`src/rtl/cmp_arbiter.sv`:
```
// Two-requester arbiter in front of a single RV32I branch comparator: IDLE -> EXEC -> RESP.
// Optional macro CMP_ARB_ROUND_ROBIN_EN selects round-robin grant; undefined gives fixed priority to requester 0.
module cmp_arbiter #(
    parameter int WIDTH = 32
) (
    input  logic             clk,
    input  logic             reset,
    input  logic             req0_valid,
    output logic             req0_ready,
    input  logic [WIDTH-1:0] req0_a,
    input  logic [WIDTH-1:0] req0_b,
    input  logic [2:0]       req0_funct3,
    input  logic             req1_valid,
    output logic             req1_ready,
    input  logic [WIDTH-1:0] req1_a,
    input  logic [WIDTH-1:0] req1_b,
    input  logic [2:0]       req1_funct3,
    output logic             rsp_valid,
    input  logic             rsp_ready,
    output logic             rsp_id,
    output logic             rsp_taken,
    output logic             rsp_eq,
    output logic             rsp_lu,
    output logic             rsp_ls,
    output logic             rsp_illegal,
    output logic             busy
);

    typedef enum logic [1:0] {
        IDLE = 2'd0,
        EXEC = 2'd1,
        RESP = 2'd2
    } state_t;

    state_t state_reg, state_next;

    logic [WIDTH-1:0] req_a      [2];
    logic [WIDTH-1:0] req_b      [2];
    logic [2:0]       req_funct3 [2];
    logic [1:0]       req_valid;
    logic [1:0]       req_ready;

    assign req_valid     = {req1_valid, req0_valid};
    assign req_a[0]      = req0_a;
    assign req_a[1]      = req1_a;
    assign req_b[0]      = req0_b;
    assign req_b[1]      = req1_b;
    assign req_funct3[0] = req0_funct3;
    assign req_funct3[1] = req1_funct3;

    logic grant_any;
    logic grant_id;
    logic tie_winner;
    logic accept;

    assign grant_any = |req_valid;
    // Requester 1 wins when it is alone, or when both are valid and the tie goes its way.
    assign grant_id  = req_valid[1] & (~req_valid[0] | tie_winner);
    assign accept    = (state_reg == IDLE) & grant_any & ~reset;

`ifdef CMP_ARB_ROUND_ROBIN_EN
    logic rr_ptr_reg;

    always_ff @(posedge clk) begin
        if (reset) begin
            rr_ptr_reg <= 1'b0;
        end else if (accept) begin
            rr_ptr_reg <= ~grant_id;
        end
    end

    assign tie_winner = rr_ptr_reg;
`else
    assign tie_winner = 1'b0;
`endif

    genvar gi;
    generate
        for (gi = 0; gi < 2; gi++) begin : g_ready
            assign req_ready[gi] = accept & (grant_id == 1'(gi));
        end
    endgenerate

    assign req0_ready = req_ready[0];
    assign req1_ready = req_ready[1];

    // Operand capture happens only on the grant edge.
    logic [WIDTH-1:0] a_reg;
    logic [WIDTH-1:0] b_reg;
    logic [2:0]       funct3_reg;
    logic             id_reg;

    always_ff @(posedge clk) begin
        if (reset) begin
            a_reg      <= '0;
            b_reg      <= '0;
            funct3_reg <= 3'b000;
            id_reg     <= 1'b0;
        end else if (accept) begin
            a_reg      <= req_a[grant_id];
            b_reg      <= req_b[grant_id];
            funct3_reg <= req_funct3[grant_id];
            id_reg     <= grant_id;
        end
    end

    logic [WIDTH:0] diff;
    logic           flag_eq;
    logic           flag_lu;
    logic           flag_ls;
    logic           a_sign;
    logic           b_sign;

    assign diff    = {1'b0, a_reg} + {1'b0, ~b_reg} + {{WIDTH{1'b0}}, 1'b1};
    assign a_sign  = a_reg[WIDTH-1];
    assign b_sign  = b_reg[WIDTH-1];
    assign flag_eq = (diff[WIDTH-1:0] == '0);
    assign flag_lu = ~diff[WIDTH];
    assign flag_ls = (a_sign & ~b_sign) | (~(a_sign ^ b_sign) & diff[WIDTH-1]);

    logic cond_taken;
    logic cond_illegal;

    always_comb begin
        cond_taken   = 1'b0;
        cond_illegal = 1'b0;
        case (funct3_reg)
            3'b000:  cond_taken = flag_eq;
            3'b001:  cond_taken = ~flag_eq;
            3'b100:  cond_taken = flag_ls;
            3'b101:  cond_taken = ~flag_ls;
            3'b110:  cond_taken = flag_lu;
            3'b111:  cond_taken = ~flag_lu;
            default: cond_illegal = 1'b1;
        endcase
    end

    always_ff @(posedge clk) begin
        if (reset) begin
            rsp_id      <= 1'b0;
            rsp_taken   <= 1'b0;
            rsp_eq      <= 1'b0;
            rsp_lu      <= 1'b0;
            rsp_ls      <= 1'b0;
            rsp_illegal <= 1'b0;
        end else if (state_reg == EXEC) begin
            rsp_id      <= id_reg;
            rsp_taken   <= cond_taken;
            rsp_eq      <= flag_eq;
            rsp_lu      <= flag_lu;
            rsp_ls      <= flag_ls;
            rsp_illegal <= cond_illegal;
        end
    end

    always_ff @(posedge clk) begin
        if (reset) begin
            state_reg <= IDLE;
        end else begin
            state_reg <= state_next;
        end
    end

    always_comb begin
        state_next = state_reg;
        case (state_reg)
            IDLE:    if (grant_any) state_next = EXEC;
            EXEC:    state_next = RESP;
            RESP:    if (rsp_ready) state_next = IDLE;
            default: state_next = IDLE;
        endcase
    end

    assign rsp_valid = (state_reg == RESP);
    assign busy      = (state_reg != IDLE);

endmodule

```
`config.mk`:
```
export PLATFORM = sky130hd
export DESIGN_NAME = cmp_arbiter
export DESIGN_NICKNAME = d
export VERILOG_FILES = /design/src/rtl/cmp_arbiter.sv
export SDC_FILE = /design/constraint.sdc
export NUM_CORES = 1
export LEC_CHECK = 0
export CAP_MARGIN = 40
export CORE_ASPECT_RATIO = 1.4
export CORE_MARGIN = 10
export CORE_UTILIZATION = 45
export DETAILED_ROUTE_END_ITERATION = 16
export PLACE_DENSITY = 0.85
export SLEW_MARGIN = 20
export SYNTH_ARGS = -nofsm -noshare
export SYNTH_HDL_FRONTEND = slang
export SYNTH_SLANG_ARGS = --single-unit
export TNS_END_PERCENT = 10
```
`constraint.sdc`:
```
create_clock -name clk -period 4.55 [get_ports clk]
set_clock_uncertainty 0.05 [all_clocks]
set_input_delay 0.6825 -clock clk [delete_from_list [all_inputs] [get_ports clk]]
set_output_delay 0.6825 -clock clk [all_outputs]
set_load 0.05 [all_outputs]
```
# ---- Yosys cells after proc, flatten, opt, wreduce, memory -nomap -nowiden
# Index checks and enable logic that the tools add are counted.
dict set report word_totals {
  reg_bits 76
  inputBits 139
  out_inout_bits 10
  word_cells 63
}
dict set report op_classes {
  add_sub_neg 2
  order_cmp 1
  n_eq_ne 9
  n_mux 14
  bitwise_logic 19
  reduce_logical 7
}
# cell count
set ops {}
lappend ops {{two-way mux 32 bit} 6}
lappend ops {{adder 32 x 32 -> 33 bit} 1}
lappend ops {{adder 33 x 1 -> 33 bit, second input constant} 1}
lappend ops {{logical NOT 32 bit} 1}
lappend ops {{inverter 32 bit} 1}
lappend ops {{== test 3 bit, second input constant} 4}
lappend ops {{two-way mux 3 bit} 3}
lappend ops {{inverter 1 bit} 8}
lappend ops {{AND 1 bit} 7}
lappend ops {{case mux 1 bit (6 select lines)} 1}
lappend ops {{case mux 2 bit (3 select lines)} 1}
lappend ops {{OR reduction 6 bit} 1}
lappend ops {{two-way mux 2 bit} 2}
lappend ops {{== test 3 x 1 -> 1 bit, second input constant} 1}
lappend ops {{logical NOT 3 bit} 1}
lappend ops {{== test 2 x 1 -> 1 bit, second input constant} 1}
lappend ops {{== test 2 bit, second input constant} 1}
lappend ops {{greater-or-equal comparator 2 bit, second input constant} 1}
lappend ops {{logical NOT 2 bit} 1}
lappend ops {{!= test 2 x 1 -> 1 bit, second input constant} 1}
lappend ops {{!= test 2 bit, second input constant} 1}
lappend ops {{inverter 1 -> 2 bit} 1}
lappend ops {{AND reduction 2 bit} 1}
lappend ops {{nonzero test 2 bit} 1}
lappend ops {{4 further kinds} 4}

# ---- Longest topological paths before layout
# Gate-level depths: netlist of run 1.
dict set report depth {
  depth_word 7
  ltp_mapped 23
  depth_no_buf 22
}

# ---- Worst setup path after synthesis of run 1
# No wires, ideal clock.
dict set report synth_path {
  path_kind {register to register}
  from {register b_reg[3]}
  to {register rsp_taken}
  setup_time_ns 0.123
  t_arrival_ns 4.082
  required_time_ns 4.377
  path_slack_ns 0.296
  stages_incl_launch_ff 23
  path_buffers 0
  synth_period_minus_slack_ns 4.254
  cell_sequence {dfxtp_1 > inv_1 > ha_1 > and2_1 > o211ai_1 > a211oi_2 > o21ai_1 > a21oi_1 > o21ai_0 > a21oi_1 > o21a_1 > o21ai_0 > nand2b_1 > fa_1 > a2111oi_0 > o221ai_1 > nor4_1 > o2111a_1 > nand4_1 > nor4_4 > nand3_2 > mux2i_1 > o21ai_1}
}
dict set report synth_between {
  elab_chain_cells 7
  elab_cells_between_ends 10
  cone_classes {add/sub: 2; mux: 1; bitwise: 6; reduce/logical: 1}
}
# element line_no
set synth_rtl {}
lappend synth_rtl {{start: declaration} 89} ;# logic [WIDTH-1:0] b_reg;
lappend synth_rtl {{start signal: assignment} 101} ;# b_reg <= req_b[grant_id];
lappend synth_rtl {{inverter 32 bit *} 114} ;# assign diff = {1'b0, a_reg} + {1'b0, ~b_reg} + {{WIDTH{1'b0}}, 1'b1};
lappend synth_rtl {{adder 32 x 32 -> 33 bit *} 114}
lappend synth_rtl {{adder 33 x 1 -> 33 bit *} 114}
lappend synth_rtl {{parallel branches: the longest is 3 deep, another holds logical NOT 32 bit} n/a}
lappend synth_rtl {{case mux 1 bit (6 select lines) *} 127} ;# case (funct3_reg)
lappend synth_rtl {{end signal: assignment} 148} ;# rsp_taken <= cond_taken;
lappend synth_rtl {{end: declaration} 21} ;# output logic rsp_taken,
# Mark *: on every way between the ends.
# A chain may end at the register's enable or synchronous reset.

# ---- Worst setup path after layout of run 1
dict set report layout_path {
  from {register b_reg[10]}
  to {register rsp_taken}
}
# The elaborated chain is that of the path after synthesis.

==> results.py, run 1 <==
metrics = {
    "clock_network": {
        "cts_buffer_depth": 2,
        "clk_latency_ns": 0.34,
        "hold_buffers": 0,
        "cts_buffers": 9,
        "cts.sinks": 76,
        "clock-root-buffer": "clkbuf_16",
        "clk_pin_slew_ns": 0.06,
        "htreeDepth": 3,
        "cts_tree": "built",
    },
    "grt": {
        "grt_overflow": 0,
        "grt_usage": 0.200,
        "grt_first_pass_wirelength_mm": 28.7,
        "antenna_found_initial": 0,
        "grt_max_degree": 79,
        "grt_pass1_vias": 5783,
    },
    "min_path": {
        "holdCritPathClass": "register to register",
        "hold_path_end": "rsp_illegal",
        "hold_depth": 2,
        "worstHoldStart": "rsp_illegal",
    },
    "die": {
        "fp-row-count": 48,
        "io-pin-count": 149,
        "die-width_um": 114,
        "die_y_um": 152,
        "start_util": 0.457,
        "design.die.area_um2": 17400,
        "core_um2": 12300,
    },
    "final_layout": {
        "n_fill_cell": 1029,
        "utilization": 0.640,
        "regArea_um2": 1520,
        "multiInputGateArea_um2": 3830,
        "drive_gt1_frac": 0.110,
        "n_antenna_cell": 0,
        "most-common-layout-cells": "147 x clkdlybuf4s50_1, 93 x nor2_1, 75 x a211oi_1, 75 x dfxtp_1, 74 x mux2i_1",
        "final_common_cell": "clkdlybuf4s50_1",
        "layout.nets": 1026,
        "area_growth_pct": 39.8,
        "design_area_um2": 7840,
    },
    "critical_path": {
        "reg2reg_from": "b_reg[10]",
        "critPathKind": "register to register",
        "cpMostUsedCell": "o21ai_1",
        "critPathMaxFanout": 4,
        "critical_path.top_delay_family": "compound AO/OA/AOI/OAI gates",
        "r2r_slack_ns": 0.09,
        "r2r_end": "rsp_taken",
        "crit_cells": 22,
        "cpMaxStageDelayCell": "fa_1",
        "cp_cell_sequence": "inv_1 > ha_1 > nand4_1 > buf_4 > a211oi_2 > o21ai_2 > a21oi_2 > o21ai_1 > a21oi_1 > o21a_1 > o21ai_1 > nand2b_1 > fa_1 > a2111oi_2 > o221ai_1 > nor4_1 > o2111a_1 > nand4_1 > nor4_4 > nand3_2 > mux2i_1 > o21ai_1",
        "worstSetupStartpointType": "register",
        "cp.arrival_ns": 4.63,
        "end_kind": "register",
        "cp_slowest_stage_delay_ns": 0.43,
        "critPathBufInv": 2,
        "crit_required_ns": 4.72,
        "reg2reg_depth": 22,
    },
    "power_and_ir_drop": {
        "switching_share": 0.363,
        "clkPwrFrac": 0.275,
        "power.internal_uw": 1810,
        "p_comb_frac": 0.452,
        "pwr-share-seq": 0.273,
        "p_sw_uw": 1030,
        "p_leak_uw": 0.00309,
        "fin_total_pwr_uw": 2830,
        "power_density_nw_per_um2": 362,
        "peakVddDrop_v": 0.000298,
    },
    "sta": {
        "layout_setup_ws_ns": 0.0922,
        "finalHoldViolations": 0,
        "period_needed_ns": 4.46,
        "setup_viol": 0,
        "fmax_ghz": 0.224,
        "slew_viol_final": 0,
        "rsz0062_at_grt": "true",
        "finalCritPeriodShare": 0.980,
        "tns_ns": 0,
        "maxSlewHeadroom": 0.480,
        "worst_pin_slew_ns": 0.780,
    },
    "yosys": {
        "syn-num-nets": 867,
        "yosysWarnings": 0,
        "ys_seq_area_frac": 0.272,
        "synth_cell_type_count": 73,
        "ys_seq_elements": 76,
        "async_flop_share": 0,
        "avgSynthCellArea_um2": 8.07,
        "ys.flop_type": "dfxtp_1",
        "synthCells": 694,
        "synth_edf_count": 0,
        "syn_area_um2": 5600,
    },
    "route": {
        "wl_mm": 18.0,
        "drc": 0,
        "drt_first_iter_violations": 355,
        "wl_per_cell_um": 17.9,
        "via_per_inst": 5.73,
        "dr.pass1.iters": 5,
        "num_vias": 5777,
        "ant_nets": 0,
    },
    "place": {
        "io_buffers": 148,
        "place_area_um2": 7420,
        "pre_cts_ws_ns": -0.110,
        "hpwl_mm": 14.5,
        "place_congestion": 0.990,
    },
    "job": {
        "max_cap_violations": 0,
    },
    "status": {
        "status": "complete, no violations",
    },
}
[layout make-up]
class	count	area share
multi-input cells	530	0.489
repair buffers	191	0.230
flip-flops and latches	76	0.194
clock buffers	9	0.0287
well taps	150	0.0240
inverters	45	0.0216
clock inverters	7	0.0125
[power groups by stage]
stage	combinational (uW)	clock, uW	sequential, uW
final	1280	779	773
after global routing	1400	808	782
after CTS	1240	786	771
after detailed placement	1220	0	785
after global placement	1220	0	782
after floorplan	790	0	787
[worst reg2reg max path, delay by kind of cell, from the launching register on]
family	cells	cell delay, ns
AO/OA/AOI/OAI	11	1.58
adder cells (fa/ha/maj)	2	0.76
buffers and inverters	2	0.25
flip-flops	1	0.35
multiplexers	1	0.16
AND/OR/NAND/NOR	6	1.20
[worst max-delay path by stage]
stage	start	end
global placement	b_reg[3]	rsp_taken
finish	b_reg[10]	rsp_taken
detailed placement	b_reg[16]	rsp_taken
floorplan	b_reg[3]	rsp_taken
global route	b_reg[22]	rsp_taken
CTS	b_reg[3]	rsp_taken
[synth_stat cells, types with 5 or more instances]
cell type | number | share of area
o21a_1 | 7 | 0.0094
nand4_1 | 12 | 0.013
a21o_1 | 7 | 0.0094
o21ai_0 | 21 | 0.019
or3_1 | 8 | 0.0089
mux2i_1 | 74 | 0.13
buf_2 | 6 | 0.0054
nand3_1 | 6 | 0.0054
inv_1 | 45 | 0.030
nor3_1 | 9 | 0.0080
nand2_1 | 34 | 0.023
a211oi_1 | 75 | 0.10
o211ai_1 | 6 | 0.0080
nor2b_1 | 6 | 0.0067
nand2b_1 | 10 | 0.011
a21oi_1 | 35 | 0.031
o221ai_1 | 6 | 0.0094
nor4_1 | 5 | 0.0056
a31oi_1 | 5 | 0.0056
dfxtp_1 | 76 | 0.27
clkbuf_1 | 35 | 0.023
ha_1 | 32 | 0.071
nor2_1 | 93 | 0.062
[logic make-up after synthesis]
kind of cell               synth area share
AOI/OAI and AO/OA                     0.262
DFF                                   0.272
muxes                                 0.134
xor gates and xnor gates            0.00938
and+or+nand+nor                       0.184
adders and majority gates            0.0786
buffers and inverters                0.0605
[layer usage]
| layer | wire length [um] | global-route usage | up-vias |
|---|---|---|---|
| li1 | - | - | 2892 |
| met5 | 0 | 0 | - |
| met2 | 9340 | 0.354 | 213 |
| met4 | 512 | 0.0736 | 0 |
| met3 | 1160 | 0.0362 | 38 |
| met1 | 7010 | 0.231 | 2634 |
[timing repair]
action,CTS,global route
buffers inserted,0,1
gates resized for setup,3,14
pin swaps,4,8
setup endpoints to repair,2,2
cloned,0,0
[metrics by stage]
stage | instances | hold slack, ns
after floorplan | 694 | 0.382
after CTS | 1007 | 0.413
after global placement | 991 | 0.397
after global routing | 1008 | 0.429
final | 1008 | 0.412
after detailed placement | 991 | 0.398
No activity file was read; power rests on OpenSTA's default activity.
==> run 2, diff against run 1 <==
==> constraint.sdc (replaced) <==
create_clock -name clk -period 4.55 [get_ports clk]
set_clock_uncertainty 0.05 [all_clocks]
set_input_delay 0.6825 -clock clk [delete_from_list [all_inputs] [get_ports clk]]
set_output_delay 0.6825 -clock clk [all_outputs]
set_load 0.005 [all_outputs]
==> results.py, run 2 (synthesized netlist as in run 1, its figures left out) <==
metrics = {
    "final_layout": {
        "most-common-layout-cells": "147 x clkdlybuf4s50_1, 93 x nor2_1, 75 x a211oi_1",
        "fin_cells": 1002,
        "n_fill_cell": 1007,
        "layout.nets": 1020,
        "regArea_um2": 1520,
        "final_common_cell": "clkdlybuf4s50_1",
        "n_antenna_cell": 0,
        "design_area_um2": 7750,
        "multiInputGateArea_um2": 3830,
        "area_growth_pct": 38.3,
        "drive_gt1_frac": 0.106,
    },
    "status": {
        "status": "complete, no violations",
    },
    "sta": {
        "slew_viol_final": 0,
        "worst_pin_slew_ns": 0.755,
        "fmax_ghz": 0.225,
        "finalCritPeriodShare": 0.975,
        "setup_viol": 0,
        "period_needed_ns": 4.44,
        "finalHoldViolations": 0,
        "maxSlewHeadroom": 0.484,
        "rsz0062_at_grt": "true",
        "hold_slack_ns": 0.405,
    },
    "place": {
        "io_buffers": 148,
        "hpwl_mm": 14.1,
        "place_area_um2": 7370,
        "place_congestion": 0.983,
        "dp_cells": 984,
    },
    "die": {
        "design.die.area_um2": 17400,
        "die_y_um": 152,
        "io-pin-count": 149,
        "core_um2": 12300,
        "start_util": 0.457,
        "die-width_um": 114,
        "fp-row-count": 48,
    },
    "route": {
        "via_per_inst": 5.86,
        "num_vias": 5875,
        "drc": 0,
        "wl_per_cell_um": 17.9,
        "wl_mm": 17.9,
        "drt_first_iter_violations": 396,
        "ant_nets": 0,
        "dr.pass1.iters": 5,
    },
    "power_and_ir_drop": {
        "power_density_nw_per_um2": 350,
        "peakVddDrop_v": 0.000250,
        "p_leak_uw": 0.00304,
    },
    "job": {
        "max_cap_violations": 0,
    },
    "clock_network": {
        "cts_buffers": 9,
        "clk_latency_ns": 0.34,
        "cts.sinks": 76,
        "cts_tree": "built",
        "clock-root-buffer": "clkbuf_16",
        "cts_buffer_depth": 2,
        "clk_pin_slew_ns": 0.06,
        "htreeDepth": 3,
    },
    "grt": {
        "grt_overflow": 0,
        "grt_max_degree": 76,
        "grt_first_pass_wirelength_mm": 28.5,
        "grt_usage": 0.198,
        "grt_pass1_vias": 5828,
        "antenna_found_initial": 0,
    },
    "critical_path": {
        "critPathMaxFanout": 2,
        "critPathKind": "register to register",
        "worstSetupStartpointType": "register",
        "cp.arrival_ns": 4.61,
        "crit_required_ns": 4.72,
        "end_kind": "register",
    },
    "min_path": {
        "holdCritPathClass": "register to register",
    },
}
[run 2: path summary, 6_finish.rpt]
path                            startpoint   endpoint  slack [ns]  cells past startpoint
worst max-delay path             b_reg[19]  rsp_taken        0.11                     21
worst min-delay path                rsp_lu     rsp_lu        0.41                      2
worst max register to register   b_reg[19]  rsp_taken        0.11                     21
worst min register to register      rsp_lu     rsp_lu        0.41                      2
[run 2: timing repair]
item,4_1_cts,5_1_grt
hold buffers,0,0
endpoints found under the setup margin,2,2
setup buffers,0,2
pin swaps,2,9
resized for setup,3,16
[run 2: cell type report]
cell class | instances | share of cell area
Inverter | 45 | 0.0218
Tap cell | 150 | 0.0242
Sequential cell | 76 | 0.197
Multi-Input combinational cell | 530 | 0.494
Clock inverter | 7 | 0.00759
Timing Repair Buffer | 185 | 0.226
Clock buffer | 9 | 0.0291
[run 2: power by group]
group          total (uW)  internal [uW]  switching (uW)
logic                1260            582             680
clock network         682            376             307
registers             772            731            41.3
[run 2: critical path, stage by stage, from the launching register on]
cell and delay [ns]:
dfxtp_1 0.34, inv_1 0.06, ha_1 0.30, nand4_1 0.18, nor4_2 0.45, o21ai_2 0.14
a21oi_2 0.18, o21ai_1 0.07, a21oi_1 0.13, o21a_1 0.12, o21ai_1 0.05, nand2b_1 0.09
fa_1 0.42, a2111oi_2 0.22, o221ai_1 0.18, nor4_1 0.27, o2111a_1 0.22, nand4_1 0.15
nor4_4 0.37, nand3_2 0.10, mux2i_1 0.16, o21ai_1 0.07
[run 2: per-layer routing]
metal / up-vias / share of wire / global-route usage
li1: 2884 / - / -
met5: - / 0 / 0
met3: 46 / 0.070 / 0.0493
met1: 2704 / 0.38 / 0.222
met2: 241 / 0.52 / 0.349
met4: 0 / 0.029 / 0.0712
[run 2: per-stage QoR]
step	total power (uW)	TNS (ns)	worst slack, ns	utilization
3_5_place_dp	1970	-0.403	-0.244	0.602
2_1_floorplan	1550	0	0.296	-
3_3_place_gp	1960	0	0.104	0.602
6_report	2720	0	0.112	0.633
4_1_cts	2660	0	0.00816	0.626
5_1_grt	2870	-0.349	-0.218	0.633
